===== src/rtl/wb_pkg.sv =====
// Shared types for the write-back select stage: load sizes, skid FSM states
// and the staged beat layout at the default widths.
package wb_pkg;

    typedef enum logic [1:0] {
        LS_BYTE = 2'b00,
        LS_HALF = 2'b01,
        LS_WORD = 2'b10
    } load_size_e;

    typedef enum logic [1:0] {
        EMPTY = 2'b00,
        ONE   = 2'b01,
        TWO   = 2'b10
    } wb_state_e;

    localparam int WB_XLEN   = 32;
    localparam int WB_ADDR_W = 5;

    typedef struct packed {
        logic [WB_XLEN-1:0]   data;
        logic [WB_ADDR_W-1:0] addr;
        logic                 we;
    } wb_beat_t;

    // Raw 2-bit load size: both 10 and 11 mean a full word.
    function automatic load_size_e decode_load_size(input logic [1:0] raw);
        if (raw[1]) begin
            return LS_WORD;
        end
        return raw[0] ? LS_HALF : LS_BYTE;
    endfunction

endpackage


===== src/rtl/load_extend.sv =====
// Byte/half lane select and sign/zero extension for sub-word loads.
// Purely combinational; word loads pass through untouched.
module load_extend
    import wb_pkg::*;
#(
    parameter int XLEN = 32
) (
    input  logic [XLEN-1:0] din,
    input  logic [1:0]      byte_off,
    input  load_size_e      load_size,
    input  logic            load_uns,
    output logic [XLEN-1:0] dout
);

    logic [7:0]  byte_lane;
    logic [15:0] half_lane;
    logic        byte_fill;
    logic        half_fill;

    always_comb begin
        byte_lane = din[{byte_off, 3'b000} +: 8];
        // Halfword lane comes from byte_off[1] only; misaligned offsets round down.
        half_lane = din[{byte_off[1], 4'b0000} +: 16];
        byte_fill = ~load_uns & byte_lane[7];
        half_fill = ~load_uns & half_lane[15];
        dout      = din;
        case (load_size)
            LS_BYTE: dout = {{(XLEN-8){byte_fill}}, byte_lane};
            LS_HALF: dout = {{(XLEN-16){half_fill}}, half_lane};
            default: dout = din;
        endcase
    end

endmodule


===== src/rtl/wb_select_pipe.sv =====
// Write-back select stage: source mux, load extension, x0/illegal-select gating,
// and a 2-entry skid buffer (head + skid) feeding the register-file write port.
module wb_select_pipe
    import wb_pkg::*;
#(
    parameter int XLEN    = 32,
    parameter int NUM_SRC = 4,
    parameter int SEL_W   = $clog2(NUM_SRC),
    parameter int MEM_SRC = 2,
    parameter int ADDR_W  = 5
) (
    input  logic                    clk,
    input  logic                    rst_n,
    input  logic [NUM_SRC*XLEN-1:0] src_data,
    input  logic [SEL_W-1:0]        sel,
    input  logic [1:0]              load_size,
    input  logic                    load_uns,
    input  logic [1:0]              byte_off,
    input  logic [ADDR_W-1:0]       rd_addr,
    input  logic                    rd_we,
    input  logic                    in_valid,
    output logic                    in_ready,
    output logic [XLEN-1:0]         wb_data,
    output logic [ADDR_W-1:0]       wb_addr,
    output logic                    wb_en,
    output logic                    out_valid,
    input  logic                    out_ready,
    output logic                    fwd_valid,
    output logic [ADDR_W-1:0]       fwd_addr,
    output logic [XLEN-1:0]         fwd_data,
    output logic                    sel_err
);

    localparam int NUM_SLOTS = 1 << SEL_W;

    typedef struct packed {
        logic [XLEN-1:0]   data;
        logic [ADDR_W-1:0] addr;
        logic              we;
    } beat_t;

    // Unused select codes map to zero so the mux never indexes out of range.
    logic [XLEN-1:0] src_arr [NUM_SLOTS];

    for (genvar gi = 0; gi < NUM_SLOTS; gi++) begin : g_src
        if (gi < NUM_SRC) begin : g_live
            assign src_arr[gi] = src_data[gi*XLEN +: XLEN];
        end else begin : g_pad
            assign src_arr[gi] = '0;
        end
    end

    logic            sel_bad;
    logic            mem_sel;
    logic [XLEN-1:0] ext_data;
    beat_t           beat_in;

    assign sel_bad = (32'(sel) >= 32'(NUM_SRC));
    assign mem_sel = (32'(sel) == 32'(MEM_SRC));

    load_extend #(
        .XLEN(XLEN)
    ) u_load_extend (
        .din       (src_arr[sel]),
        .byte_off  (byte_off),
        .load_size (decode_load_size(load_size)),
        .load_uns  (load_uns),
        .dout      (ext_data)
    );

    always_comb begin
        beat_in.data = mem_sel ? ext_data : src_arr[sel];
        if (sel_bad) begin
            beat_in.data = '0;
        end
        beat_in.addr = rd_addr;
        beat_in.we   = rd_we & (|rd_addr) & ~sel_bad;
    end

    wb_state_e state_reg, state_next;
    beat_t     head_reg, head_next;
    beat_t     skid_reg, skid_next;
    logic      in_ready_reg, in_ready_next;
    logic      sel_err_reg, sel_err_next;
    logic      accept;
    logic      pop;
    logic      head_valid;

    assign head_valid = (state_reg != EMPTY);
    assign accept     = in_valid & in_ready_reg;
    assign pop        = head_valid & out_ready;

    always_ff @(posedge clk or negedge rst_n) begin
        if (!rst_n) begin
            state_reg    <= EMPTY;
            head_reg     <= '0;
            skid_reg     <= '0;
            in_ready_reg <= 1'b1;
            sel_err_reg  <= 1'b0;
        end else begin
            state_reg    <= state_next;
            head_reg     <= head_next;
            skid_reg     <= skid_next;
            in_ready_reg <= in_ready_next;
            sel_err_reg  <= sel_err_next;
        end
    end

    always_comb begin
        state_next   = state_reg;
        head_next    = head_reg;
        skid_next    = skid_reg;
        sel_err_next = accept & sel_bad;
        case (state_reg)
            EMPTY: begin
                if (accept) begin
                    state_next = ONE;
                    head_next  = beat_in;
                end
            end
            ONE: begin
                if (accept && pop) begin
                    head_next = beat_in;
                end else if (accept) begin
                    state_next = TWO;
                    skid_next  = beat_in;
                end else if (pop) begin
                    state_next = EMPTY;
                end
            end
            TWO: begin
                // Skid always drains into head before anything new is taken.
                if (pop) begin
                    state_next = ONE;
                    head_next  = skid_reg;
                end
            end
            default: begin
                state_next = EMPTY;
            end
        endcase
        in_ready_next = (state_next != TWO);
    end

    assign in_ready  = in_ready_reg;
    assign out_valid = head_valid;
    assign wb_data   = head_reg.data;
    assign wb_addr   = head_reg.addr;
    assign wb_en     = head_valid & head_reg.we;
    assign fwd_valid = head_valid & head_reg.we;
    assign fwd_addr  = head_reg.addr;
    assign fwd_data  = head_reg.data;
    assign sel_err   = sel_err_reg;

endmodule


===== config.mk =====
export PLATFORM = sky130hd
export DESIGN_NAME = wb_select_pipe
export DESIGN_NICKNAME = d
export VERILOG_FILES = /design/src/rtl/wb_pkg.sv /design/src/rtl/load_extend.sv /design/src/rtl/wb_select_pipe.sv
export SDC_FILE = /design/constraint.sdc
export NUM_CORES = 1
export LEC_CHECK = 0
export BUFFER_PORTS_ARGS = -buffer_cell sky130_fd_sc_hd__buf_2
export CAP_MARGIN = 20
export CORE_MARGIN = 3
export CORE_UTILIZATION = 40
export CTS_CLUSTER_SIZE = 12
export DETAILED_ROUTE_END_ITERATION = 16
export PLACE_DENSITY = 0.8
export SETUP_SLACK_MARGIN = 0.5
export SLEW_MARGIN = 20
export SYNTH_ARGS = -nofsm -noshare
export SYNTH_HDL_FRONTEND = slang
export SYNTH_SLANG_ARGS = --single-unit

===== constraint.sdc =====
create_clock -name clk -period 1.8 [get_ports clk]
set_clock_uncertainty 0.05 [all_clocks]
set_input_delay 0.36 -clock clk [delete_from_list [all_inputs] [get_ports clk]]
set_output_delay 0.36 -clock clk [all_outputs]
set_load 0.005 [all_outputs]

Word-level counts from Yosys, hierarchy flattened. Cells that the tools add are included.

Magnitude comparators: 1. Equal/unequal tests: 8. Shift operators: 2. Multiplexer cells: 19. Bitwise gates (word level): 9. Reduce and logical (&&, ||, !) cells: 8.

Operators with widths (count): 2-to-1 mux 38 bit (3); case mux 38 bit (3 select lines) (1); 2-to-1 mux 32 bit (3); binary-select mux 32 bit (select 2 bit) (1); case mux 32 bit (2 select lines) (1); variable part select 32 x 6 -> 16 bit (1); variable part select 32 x 6 -> 8 bit (1); 2-to-1 mux 2 bit (7); inequality test 2 bit, second input constant (4); AND 1 bit (6); case mux 2 bit (3 select lines) (1); OR reduction 5 bit (1); == test 2 x 1 -> 1 bit, second input constant (2); == test 2 bit, second input constant (2); zero test 2 bit (2); AND reduction 4 bit (1); >= comparator 3 bit, second input constant (1); inverter 2 -> 3 bit (1); AND reduction 3 bit (1); nonzero test 3 bit (1); 2-to-1 mux 1 bit (2); inverter 1 bit (2); nonzero test 2 bit (1); logical AND 1 bit (1).

Register bits after elaboration: 79. Bits of input ports: 145. Output and inout port bits: 79. Word-level logic and storage cells: 55.

Logic depth before layout (Yosys ltp).
Depth after elaboration: 10. Gate-level depth with buffers: 9. Gate-level depth less buffers: 5.

Hierarchy. Synthesis repeated with hierarchy kept, for this count alone.

Cell total of the unflattened synthesis: 537. Area total of the unflattened synthesis: 6367.4 um^2.

Modules (own cells, without submodules): wb_select_pipe (times used 1, cells each 420, area each 5652.9 um^2, seq. area each 1978.1 um^2); load_extend (times used 1, cells each 117, area each 714.4 um^2, seq. area each 0.0 um^2).

Worst setup path before layout. No wires, ideal clock.

Path kind: input -> register. Start point: input port sel[1]. End point: register head_reg, in the netlist fwd_data[16]. Library setup time: 0.126 ns. Data arrival time: 1.903 ns. Required time: 1.624 ns. Path slack: -0.280 ns. Stages on the path: 7. Path buffers: 2. Path through: buf_6 > mux4_2 > mux2_2 > nand3b_4 > a211oi_4 > buf_6 > a221o_1.

Longest elaborated chain between the ends: 10. Elaborated cells between the ends (all ways): 14. Those cells by class: eq/ne (1); shift (2); mux (8); bitwise (3).

RTL lines: start, declared (line wb_select_pipe.sv:15) `input logic [SEL_W-1:0] sel,`; inverter 2 -> 3 bit (implied by the code) (line wb_select_pipe.sv:64, wb_select_pipe.sv:72); binary-select mux 32 bit (select 2 bit) (line wb_select_pipe.sv:64, wb_select_pipe.sv:72); 2-to-1 mux 32 bit (implied by the code) (2 in a row) (line wb_select_pipe.sv:64, wb_select_pipe.sv:72); variable part select 32 x 6 -> 16 bit or variable part select 32 x 6 -> 8 bit (tied branches) (line load_extend.sv:23, load_extend.sv:21); AND 1 bit, on equally long branches (line load_extend.sv:25, load_extend.sv:24); case mux 32 bit (2 select lines) (line load_extend.sv:27) `case (load_size)`; 2-to-1 mux 32 bit (*) (line wb_select_pipe.sv:72) `beat_in.data = mem_sel ? ext_data : src_arr[sel];`; 2-to-1 mux 38 bit, on equally long branches (line wb_select_pipe.sv:122, wb_select_pipe.sv:116); case mux 38 bit (3 select lines) (*) (line wb_select_pipe.sv:114) `case (state_reg)`; end signal, assigned (line wb_select_pipe.sv:102) `head_reg <= head_next;`; end, declared (line wb_select_pipe.sv:81) `beat_t head_reg, head_next;`.

Mark *: on every way between the ends. The rest lies on a longest branch, timed or not. The select of a mux whose other input is x is not followed. A chain may end at the register's enable or synchronous reset.

Worst setup path in the final report.
Start point: register in_ready_reg (netlist: in_ready). End point: register head_reg, in the netlist fwd_data[23].

Longest elaborated chain between the ends: 4. Elaborated cells between the ends (all ways): 5. Those cells by class: eq/ne (2); bitwise (1); reduce/logical (2).

RTL lines: start, declared (line wb_select_pipe.sv:83) `logic in_ready_reg, in_ready_next;`; start signal, assigned (line wb_select_pipe.sv:104) `in_ready_reg <= in_ready_next;`; AND 1 bit (*) (line wb_select_pipe.sv:90) `assign accept = in_valid & in_ready_reg;`; logical AND 1 bit (line wb_select_pipe.sv:122) `if (accept && pop) begin`; inequality test 2 bit (no line); AND reduction 4 bit (no line) (*).

Mark *: on every way between the ends. The rest lies on a longest branch, timed or not.

==> results.md <==
* Status: finished clean
* Async SR Flop Fraction at 100.0%
* Initial core utilization at 41.69%
* Nets at 940
* Cell-internal power at 6825 uW
* Most common cell after layout, fill and taps aside: buf_2
* First-pass GRT wire length at 30.55 mm
* Synth top area cells: dfrtp_1, buf_4, mux4_2, mux2_1, a221o_1
* Buf/Inv on CP at 1
* Startpoint types: register
* Post-synth cell types at 54
* Leak pwr at 0.004077 uW
* Vias in the first global route at 5544
* RSZ-0062 raised after global routing: yes
* Max Fanout on Critical Path at 15
* Worst Max-Slew Pin Slew at 0.5108 ns
* Share of the synthesized area in the top cell type at between 30% and 40%
* Netlist Area Pre-Place at 0.005609 mm2
* Core Box Area at 0.01345 mm2
* Wire per inst at about 21 um
* Ports at between 200 and 250
* CP top delay family: compound AO/OA/AOI/OAI gates
* Non-Filler Instances at 975
* DRT Pass-1 Iters at 5
* CP Data Required Time at 2.02 ns
* Gr usage total at 24.73%
* Logic gate share of total power at 49.0%
* Slowest CP cell: dfstp_2
* WP data arrival at 2.02 ns
* Syn avg cell area at just over 10 um2
* Final min period at 1.796 ns
* WS Path Type: register to register
* Final hold vios at 0
* TNS Setup at 0 ns
* Max FFs per register at 38
* DRC Markers at 0
* Reg clk slew, reported paths at 0.06 ns
* Post-synth EDFFs at 0
* DR iter-0 viols at approximately 470
* Post-DRT Antenna Nets at 0
* Switching Share at 34.23%
* Register bit total from synthesis at 79
* Vias at 5627
* Flop pwr share at 31.8%
* DP HPWL at 13.93 mm
* Tcrit/Tclk final at 99.75%
* CTS max path bufs at 2
* Hold WC Path Type: input port to register
* Pwr dens at ~1200 mW/mm2
* Placer Congestion at 0.9193
* Placed cell count at between 800 and 900
* Critical Path Max Stage Delay at 0.56 ns
* CP Capture Type: register
* Post-synth top flop: dfrtp_1
* Warnings from Yosys at 0
* Initial antenna violation count at 0
* Rows at 42
* Worst Hold Margin at 0.2438 ns
* Clk_lat worst skew at 0.33 ns
* Mapped Cells at roughly 550
* Commonest cells after routing, fill and taps aside: buf_2, buf_4, dfrtp_1
* Rel. slew slack at 65.59%
* Clk sinks at between 70 and 80
* # diodes at 0
* Port buffer count at 222
* Share of cells above drive strength 1 at slightly above 60%
* Largest net degree at the start of global routing at 35
* TritonCTS clock tree: built
* Die Footprint at 0.01548 mm2
* Largest area contributor in the netlist: dfrtp_1
* Fmax at 0.5569 GHz
* Clk pwr share at 19.2%
* Die X-Extent at 124.4 um
* H-Tree Depth at 3
* Final Setup Violations at 0
* Vias per std cell at 5.771
* Seq/Total Area, Yosys at 35.27%
* Congestion Overflow GR at 0
* Area growth from synthesis to layout at 50.75%
* CTS root buffer: clkbuf_16
* Routed wire length at between 20 and 25 mm
* CTS buffer count at 9
* Syn Nets at between 600 and 700
* Fin. max-slew vios at 0
* Max Cap Viol at 0
* VDD IR-drop max at 0.0007079 V
* Psw at between 3000 and 4000 uW
* Die Y at 124.4 um
* CP Cell Sequence: nand3b_1 > a21oi_2 > nor2_4 > buf_6 > a2111oi_4 > a211o_1
logic make-up after synthesis:
kind of cell | after synthesis | share of synthesized area, %
compound gates | 147 | 19.54
mux | 74 | 18.98
other cells | 1 | 0.06686
buf+inv | 122 | 14.30
flops | 79 | 35.27
simple gates | 130 | 11.84
metal layers:
metal | up-vias | wire, um | global-route usage [%]
li1 | 2492 | - | -
met3 | 57 | 1596 | 4.631
met1 | 2712 | 8185 | 32.01
met4 | 0 | 768 | 10.51
met5 | - | 0 | 0
met2 | 366 | 9897 | 40.59
cells in the mapped netlist (all sizes together), types with 3 or more instances:
master,count
nor3,6
mux4,22
clkbuf,19
nor2b,5
o22a,4
o21ai,24
mux2i,16
nor2,23
mux2,36
nand2,48
a22oi,4
buf,101
a22o,16
a211oi,6
and2,3
and3,24
or2,8
a31oi,15
dfrtp,78
o22ai,26
nand2b,5
a21oi,11
a221o,23
power groups by stage:
stage | Sequential, uW | Combinational, uW | Clock (uW)
floorplan | 3040 | 3020 | 0
global placement | 3250 | 3330 | 0
detailed placement | 3270 | 3410 | 0
CTS | 3260 | 4370 | 1990
global route | 3420 | 5430 | 2070
finish | 3300 | 5090 | 1990
cell type report:
type	instances	area (um2)
multi-input combinational	352	3277
timing repair buffer	351	2653
inverter	2	7.507
clock buffer	9	225.2
clock inverter	6	93.84
fill	1010	4997
tap	176	220.2
sequential	79	1979
metrics by stage:
stage               util (%)  total power, uW  setup slack, ns  instance area, um2
floorplan                  -             6052          -0.2337                5816
global placement       49.82             6580          -0.5058                6703
detailed placement     49.82             6687          -0.5747                6703
CTS                    60.01             9609          0.03727                8073
global route           62.85            10920         -0.05972                8456
finish                 62.85            10380         0.004438                8456
path summary, 6_finish.rpt:
check	start	endpoint	slack, ns	cells after the start
worst max-delay path	in_ready	fwd_data[23]	0.004	6
worst min-delay path	rd_addr[0]	skid_reg[1]	0.24	2
worst max register to register	in_ready	fwd_data[23]	0.004	6
worst min register to register	skid_reg[20]	skid_reg[20]	0.44	1
max in group asynchronous	rst_n	skid_reg[22]	0.64	3
min in group asynchronous	rst_n	fwd_data[5]	0.46	2
timing repair:
item                                    CTS  global route
cloned                                   10             1
hold buffers                              1             0
endpoints found under the setup margin  115           145
pin swaps                                34            11
setup buffers                            45            19
endpoints found under the hold margin    28             0
gates resized for setup                 105            46
No activity file was read; power rests on OpenSTA's default activity.
